==> config.mk <==
export PLATFORM = sky130hd
export DESIGN_NAME = codificador_4_2_seq_flat
export DESIGN_NICKNAME = d
export VERILOG_FILES = /design/src/rtl/codificador_pkg.sv /design/src/rtl/codificador_4_2_seq_if.sv /design/src/rtl/codificador_prio_4_2.sv /design/src/rtl/codificador_4_2_seq.sv /design/src/flat_wrapper.sv
export SDC_FILE = /design/constraint.sdc
export NUM_CORES = 1
export LEC_CHECK = 0
export ABC_AREA = 1
export CORE_MARGIN = 2
export CORE_UTILIZATION = 25
export CTS_CLUSTER_DIAMETER = 150
export DETAILED_ROUTE_END_ITERATION = 8
export SLEW_MARGIN = 30
export SYNTH_ARGS = -nofsm -noshare
export SYNTH_HDL_FRONTEND = slang
export SYNTH_HIERARCHICAL = 1
export SYNTH_SLANG_ARGS = --single-unit
==> constraint.sdc <==
create_clock -name clk -period 1.9 [get_ports clk]
set_clock_uncertainty 0.2 [all_clocks]
set_input_delay 0.475 -clock clk [delete_from_list [all_inputs] [get_ports clk]]
set_output_delay 0.475 -clock clk [all_outputs]
set_load 0.01 [all_outputs]
==> src/rtl/codificador_pkg.sv <==
// Shared types and constants for the sequential 4-to-2 encoder.
package codificador_pkg;

  localparam int N_IN  = 4;
  localparam int W_OUT = 2;

  typedef enum logic [0:0] {IDLE, EMIT} state_t;

  typedef logic [W_OUT-1:0] code_t;
  typedef logic [N_IN-1:0]  vec_t;

  // True when exactly one bit of v is set.
  function automatic logic is_single(input vec_t v);
    return (v != '0) && ((v & (v - vec_t'(1))) == '0);
  endfunction

endpackage

==> src/rtl/codificador_4_2_seq_if.sv <==
// Request/code handshake bundle of the encoder; out_last exists only with CODIFICADOR_LAST_EN.
interface codificador_4_2_seq_if;
  import codificador_pkg::*;

  vec_t  A;
  logic  in_valid;
  logic  in_ready;
  code_t Y;
  logic  out_valid;
  logic  out_ready;
`ifdef CODIFICADOR_LAST_EN
  logic  out_last;

  modport master (
    output A, in_valid, out_ready,
    input  in_ready, Y, out_valid, out_last
  );

  modport slave (
    input  A, in_valid, out_ready,
    output in_ready, Y, out_valid, out_last
  );
`else
  modport master (
    output A, in_valid, out_ready,
    input  in_ready, Y, out_valid
  );

  modport slave (
    input  A, in_valid, out_ready,
    output in_ready, Y, out_valid
  );
`endif

endinterface

==> src/rtl/codificador_prio_4_2.sv <==
// Combinational lowest-set-bit encoder; code is 00 when the vector is empty.
module codificador_prio_4_2
  import codificador_pkg::*;
(
  input  vec_t  vec,
  output code_t code,
  output logic  nonzero
);

  always_comb begin
    code    = 2'b00;
    nonzero = (vec != '0);
    casez (vec)
      4'b???1: code = 2'b00;
      4'b??10: code = 2'b01;
      4'b?100: code = 2'b10;
      4'b1000: code = 2'b11;
      default: code = 2'b00;
    endcase
  end

endmodule

==> src/rtl/codificador_4_2_seq.sv <==
// Sequential 4-to-2 encoder: serialises every set bit of a request vector, lowest first.
// Optional out_last flag enabled by defining CODIFICADOR_LAST_EN.
module codificador_4_2_seq
  import codificador_pkg::*;
(
  input logic                  clk,
  input logic                  rst_n,
  codificador_4_2_seq_if.slave bus
);

  state_t state, next_state;
  vec_t   pend, pend_next;
  vec_t   clear_mask;
  code_t  code;
  logic   nonzero;
  logic   armed;
  logic   in_ready, out_valid;
  logic   in_fire, out_fire;

  codificador_prio_4_2 u_prio (
    .vec     (pend),
    .code    (code),
    .nonzero (nonzero)
  );

  // armed keeps in_ready low until the first edge after reset release.
  assign in_ready  = (state == IDLE) && armed;
  assign out_valid = (state == EMIT) && nonzero;
  assign in_fire   = bus.in_valid && in_ready;
  assign out_fire  = out_valid && bus.out_ready;

  always_comb begin
    next_state = state;
    pend_next  = pend;
    clear_mask = vec_t'(1) << code;
    case (state)
      IDLE: begin
        if (in_fire && (bus.A != '0)) begin
          pend_next  = bus.A;
          next_state = EMIT;
        end
      end
      EMIT: begin
        if (out_fire) begin
          pend_next = pend & ~clear_mask;
          if (pend_next == '0) next_state = IDLE;
        end
      end
      default: begin
        next_state = IDLE;
        pend_next  = '0;
      end
    endcase
  end

  always_ff @(posedge clk) begin
    if (!rst_n) begin
      state <= IDLE;
      pend  <= '0;
      armed <= 1'b0;
    end else begin
      state <= next_state;
      pend  <= pend_next;
      armed <= 1'b1;
    end
  end

  assign bus.in_ready  = in_ready;
  assign bus.out_valid = out_valid;
  assign bus.Y         = code;
`ifdef CODIFICADOR_LAST_EN
  assign bus.out_last  = out_valid && is_single(pend);
`endif

  // Pending bits can only be retired, never added, while emitting.
  pend_shrinks: assert property (@(posedge clk) disable iff (!rst_n)
    (state == EMIT) |=> ((pend & ~$past(pend)) == '0));

endmodule

==> src/flat_wrapper.sv <==
// flat-port wrapper written by rule: the top's interface ports become plain ports
module codificador_4_2_seq_flat import codificador_pkg::*;
  (clk, rst_n, bus_A, bus_in_valid, bus_out_ready, bus_in_ready, bus_Y, bus_out_valid);
  codificador_4_2_seq_if bus_i ();
  input logic clk;
  input logic rst_n;
  input wire logic [$bits(bus_i.A)-1:0] bus_A;
  input wire logic [$bits(bus_i.in_valid)-1:0] bus_in_valid;
  input wire logic [$bits(bus_i.out_ready)-1:0] bus_out_ready;
  output wire logic [$bits(bus_i.in_ready)-1:0] bus_in_ready;
  output wire logic [$bits(bus_i.Y)-1:0] bus_Y;
  output wire logic [$bits(bus_i.out_valid)-1:0] bus_out_valid;
  assign bus_i.A = bus_A;
  assign bus_i.in_valid = bus_in_valid;
  assign bus_i.out_ready = bus_out_ready;
  assign bus_in_ready = bus_i.in_ready;
  assign bus_Y = bus_i.Y;
  assign bus_out_valid = bus_i.out_valid;
  codificador_4_2_seq u_core (.clk(clk), .rst_n(rst_n), .bus(bus_i));
endmodule
### Yosys cells after proc, flatten, opt, wreduce, memory -nomap -nowiden

Index checks and enable logic that the tools add are counted.

| word-level totals | value |
|---|---|
| register bits | 6 |
| latch bits | 0 |
| memory bits (writable) | 0 |
| memory bits (read-only) | 0 |
| input bits | 8 |
| output and inout bits | 4 |
| logic and storage cells | 30 |
| memories | 0 |

| operators by class | value |
|---|---|
| add/subtract/negate cells | 0 |
| multipliers | 0 |
| div/mod/pow operators | 0 |
| order comparisons | 0 |
| equal/unequal tests | 5 |
| shifts and indexed selects | 1 |
| muxes and demuxes | 9 |
| bitwise gates (word level) | 3 |
| reductions and logical operators | 9 |

Operators with widths:

| operator | count |
|---|---|
| two-way mux 4 bit | 2 |
| one-hot mux 4 bit (2 select lines) | 1 |
| nonzero test 4 bit | 2 |
| one-hot mux 2 bit (3 select lines) | 1 |
| logical AND 1 bit | 5 |
| AND 4 bit | 1 |
| == test 4 bit, second input constant | 1 |
| logical NOT 4 bit | 1 |
| two-way mux 1 bit | 4 |
| != test 2 bit, second input constant | 2 |
| inverter 4 bit | 1 |
| << shifter 1 x 2 -> 4 bit, first input constant | 1 |
| == test 3 bit, second input constant | 1 |
| == test 2 bit, second input constant | 1 |
| one-hot mux 1 bit (2 select lines) | 1 |
| AND reduction 2 bit | 1 |
| inverter 1 bit | 1 |

### Longest topological paths before layout

| depth | value |
|---|---|
| word-level depth | 9 |
| depth in mapped cells | 12 |
| gate-level depth less buffers | 12 |

### Modules after synthesis

Netlist, hierarchy kept.

Modules (own cells, without submodules):

| module | instances | cells an instance | area an instance (sq um) | seq. area each (sq um) |
|---|---|---|---|---|
| codificador_4_2_seq | 1 | 61 | 377.9 | 120.1 |
| codificador_prio_4_2 | 1 | 11 | 43.8 | 0.0 |

### Least setup slack after synthesis

No wires, ideal clock.

| timing path | value |
|---|---|
| path type | register to register |
| from | register u_core.pend[3] |
| to | register u_core.state |
| setup time | 70 ps |
| arrival | 1143 ps |
| data required time | 1630 ps |
| slack | 487 ps |
| cell stages (with the launch flop) | 11 |
| buffers on the path | 0 |
| period minus slack after synthesis | 1413 ps |
| cell sequence | dfxtp_1 -> inv_1 -> nor2_1 -> nand2_1 -> nand2_1 -> inv_1 -> a21oi_1 -> nor2_1 -> nand2_1 -> nand2_1 -> a21oi_1 |

| on the way | value |
|---|---|
| word-level cells in the longest chain between the ends | 9 |
| elaborated cells on any way between the ends | 12 |
| those cells by class | eq/ne (1); shift (1); mux (4); bitwise (2); reduce/logical (4) |

Ends and longest elaborated chain:

| item | line | text |
|---|---|---|
| from (decl) | codificador_4_2_seq.sv:12 | `vec_t pend, pend_next;` |
| from (signal assigned) | codificador_4_2_seq.sv:63 | `pend <= pend_next;` |
| == test 4 bit | codificador_prio_4_2.sv:13 | `casez (vec)` |
| one-hot mux 2 bit (3 select lines) | codificador_prio_4_2.sv:13 |  |
| via bus_Y[1] | flat_wrapper.sv:11 | `output wire logic [$bits(bus_i.Y)-1:0] bus_Y;` |
| << shifter 1 x 2 -> 4 bit | codificador_4_2_seq.sv:35 | `clear_mask = vec_t'(1) << code;` |
| inverter 4 bit | codificador_4_2_seq.sv:45 | `pend_next = pend & ~clear_mask;` |
| AND 4 bit | codificador_4_2_seq.sv:45 |  |
| logical NOT 4 bit | codificador_4_2_seq.sv:46 | `if (pend_next == '0) next_state = IDLE;` |
| two-way mux 1 bit | codificador_4_2_seq.sv:46 |  |
| two-way mux 1 bit | codificador_4_2_seq.sv:44 | `if (out_fire) begin` |
| one-hot mux 1 bit (2 select lines) | codificador_4_2_seq.sv:36 | `case (state)` |
| to (signal assigned) | codificador_4_2_seq.sv:62 | `state <= next_state;` |
| to (decl) | codificador_4_2_seq.sv:11 | `state_t state, next_state;` |

The timed path passes the listed nets, and every way through them passes these cells.
A chain may end at the register's enable or synchronous reset.

### Final worst setup path

| timing path | value |
|---|---|
| from | register u_core.pend[1] |
| to | output bus_out_valid |

| on the way | value |
|---|---|
| word-level cells in the longest chain between the ends | 2 |

Ends and longest elaborated chain:

| item | line | text |
|---|---|---|
| nonzero test 4 bit | codificador_prio_4_2.sv:12 | `nonzero = (vec != '0);` |
| via u_core.nonzero | codificador_4_2_seq.sv:15 | `logic nonzero;` |
| logical AND 1 bit | codificador_4_2_seq.sv:28 | `assign out_valid = (state == EMIT) && nonzero;` |
| to (decl) | flat_wrapper.sv:12 | `output wire logic [$bits(bus_i.out_valid)-1:0] bus_out_valid;` |

The timed path passes the listed nets, and every way through them passes these cells.

==> summary.txt <==
Synth
  • Yosys warns: 6
  • Synth Instances: just over 70
  • Top-area cell type share of the netlist area: about 28%
  • Syn avg cell area: around 5.9 um2
  • Number of synthesized flops with an enable pin: 0
  • Most frequent cells after synthesis: nand2_1, nor2_1, inv_1, dfxtp_1, nand3_1
  • Leading area contributor after synthesis: dfxtp_1
  • Synth Cell Area: roughly 420 um2
  • Post-synthesis sequential area ratio: between 20 and 30%
  • Synth async-reset ratio: 0%
  • Synth area leaders: dfxtp_1, nand2_1, nor2_1
  • Main synth FF type: dfxtp_1
  • Most frequent cell after synthesis: nand2_1
  • Number of synthesized register bits: 6
  • Library cells used by synthesis: 15
  • Syn Nets: 80

Die
  • Initial Util: between 20% and 30%
  • Core ar.: 1540 um2
  • Die Wd: between 40 and 50 um
  • Die Y-Extent: ~45 um
  • Num ports: 12
  • Full die area: between 2000 and 2500 um2
  • Row Count: 14

Global route
  • Remaining global-route overflow: 0
  • Largest net degree at the start of global routing: 10
  • Total GRT Usage: 11.2%
  • Initial antenna violation count: 0
  • Vias in the first global route: just over 400
  • First-pass GRT wire length: 1.66 mm

Setup path
  • Worst Setup SP: u_core/pend[1]$_SDFFE_PN0P_
  • Worst-path fanout max: 3
  • Setup Crit Path Kind: reg2out
  • Critical-path top delay cell: dfxtp_2
  • Worst setup SP type: flip-flop
  • Crit-path max cell delay: ~0.34 ns
  • WP data required: roughly 1.2 ns
  • Critical path capture point type: primary output
  • Crit-path cells: nor2_4 > nand2_1 > nand2_2 > inv_2 > dlygate4sd2_1
  • Crit path arrival time: around 1.1 ns
  • Critical R2R Launch: u_core/pend[3]$_SDFFE_PN0P_

Timing
  • Hold Fails Final Rpt: 0
  • Fin crit share: between 90% and 100%
  • Maximum operating frequency: roughly 560 MHz
  • Fin crit period: between 1.5 and 2 ns
  • Post-route setup TNS: 0 ns
  • Final setup fails: 0
  • Pins over their slew limit: 0
  • RSZ-0062 raised after global routing: no
  • Worst slew pin tran: about 0.19 ns
  • Slew Limit Headroom: between 80% and 90%

Clock network
  • Max clock buf depth: 2
  • CTS buffer count: 3
  • CTS tree: built
  • Num Clock Sinks: 6
  • Reg clk slew, reported paths: 0.04 ns
  • Setup Buffers After CTS: 0
  • H-tree depth: 1
  • Number of hold buffers added after CTS: 0
  • Clock Latency Late Sink: between 0.2 and 0.25 ns
  • Root Buffer: clkbuf_4

Detailed routing
  • Routed wire length: about 950 um
  • Drt pass-1 iters: 4
  • Starting DRT DRC Count: 5
  • Top Layer Used: met4
  • Wirelength per Cell: approximately 9 um
  • Metal-1 WL: around 470 um
  • Number of vias per cell: 4.19
  • Vias: approximately 440
  • Antenna Violating Nets Remaining: 0
  • Metal3 WL: slightly above 30 um
  • Metal2 WL: 429 um
  • Drt drc: 0

Power
  • Worst VDD drop: 0.262 mV
  • Power density over cell area: 667 nW/um2
  • Leakage power: 0.314 nW

Layout
  • Layout cell share with drive strength beyond 1: 18.9%
  • Fin area: ~610 um2
  • Area of the multi-input gates: between 200 and 250 um2
  • Fillers: around 170
  • Area grow syn2layout: 43.9%
  • Net count reported at finish: 100
  • Final cell count without fillers: 106
  • Seq. cell area: ~120 um2
  • Antenna cells: 0

Place
  • Port bufs: 11
  • Cells after DPL: 103
  • RD Place Congestion: roughly 0.8
  • Placement Cell Area: between 500 and 600 um2
  • Detailed placement HPWL: 792 um

Run status
  • Outcome: finished, final reports clean

Min path
  • HP Class: reg2reg
  • Hold Startpoint: u_core/armed$_DFF_P_

Flow run
  • Max-Cap Viols: 0
cells by family (layout without fill, tap and decap cells):
family | count (synthesis) | count (layout) | share of synthesized area [%]
compound gates | 7 | 7 | 8.31
buf+inv | 14 | 32 | 14.2
flops | 6 | 6 | 28.5
simple gates | 45 | 45 | 49.0
final timing paths:
path / to / slack, ns / depth (start not counted)
worst max-delay path: bus_out_valid / 0.10 / 5
worst min-delay path: u_core/state$_SDFF_PN0_ / 0.40 / 4
worst max register to register: u_core/state$_SDFF_PN0_ / 0.33 / 11
worst min register to register: u_core/state$_SDFF_PN0_ / 0.40 / 4
power breakdown:
part | internal [mW] | switching, mW
sequential | 0.139 | 0.0122
combinational | 0.0705 | 0.0700
clock | 0.0712 | 0.0422
final cells by class:
type / instances / area share, %
sequential: 6 / 20.4
multi-input combinational: 52 / 40.6
tap: 16 / 3.30
clock buffer: 3 / 3.71
timing repair buffer: 16 / 23.9
inverter: 13 / 8.04
sequential cells by signal, indices dropped and copies added (netlist names):
name,flops
u_core/state,1
u_core/armed,1
u_core/pend,4
per-stage QoR:
| step | setup WS [ns] | utilization [%] | total power, mW | hold WS, ns |
|---|---|---|---|---|
| after floorplan | 0.487 | - | 0.230 | 0.303 |
| after global routing | 0.000861 | 39.4 | 0.436 | 0.459 |
| after global placement | 0.0167 | 37.5 | 0.295 | 0.405 |
| final | 0.103 | 39.4 | 0.405 | 0.405 |
| after detailed placement | 0.0134 | 37.5 | 0.295 | 0.406 |
| after CTS | 0.0739 | 38.9 | 0.405 | 0.412 |
cell usage in the layout, fill, tap and decap left out, types with 3 or more instances in the layout:
cell,n
nand2_1,19
nor2_1,14
inv_1,12
clkdlybuf4s50_1,7
nand3_1,5
buf_4,5
o21ai_0,4
clkbuf_4,3
a21oi_1,3
dfxtp_1,3
dfxtp_2,3
repair_timing:
action	in CTS	in global routing
gates resized for setup	7	3
hold endpoints to repair	0	0
endpoints found under the setup margin	4	3
pin swaps	0	1
routing by layer:
metal,GRT usage [%],vias to the layer above
met4,5.29,0
met3,1.20,2
li1,-,253
met1,16.9,180
met2,15.7,9
met5,0,-
worst max-delay path, delay by kind of cell (launching register included):
kind | cells | cell delay, ns
buffers and inverters | 2 | 0.30
DFF | 1 | 0.34
and+or+nand+nor | 3 | 0.25
(Power assumes the default switching activity.)
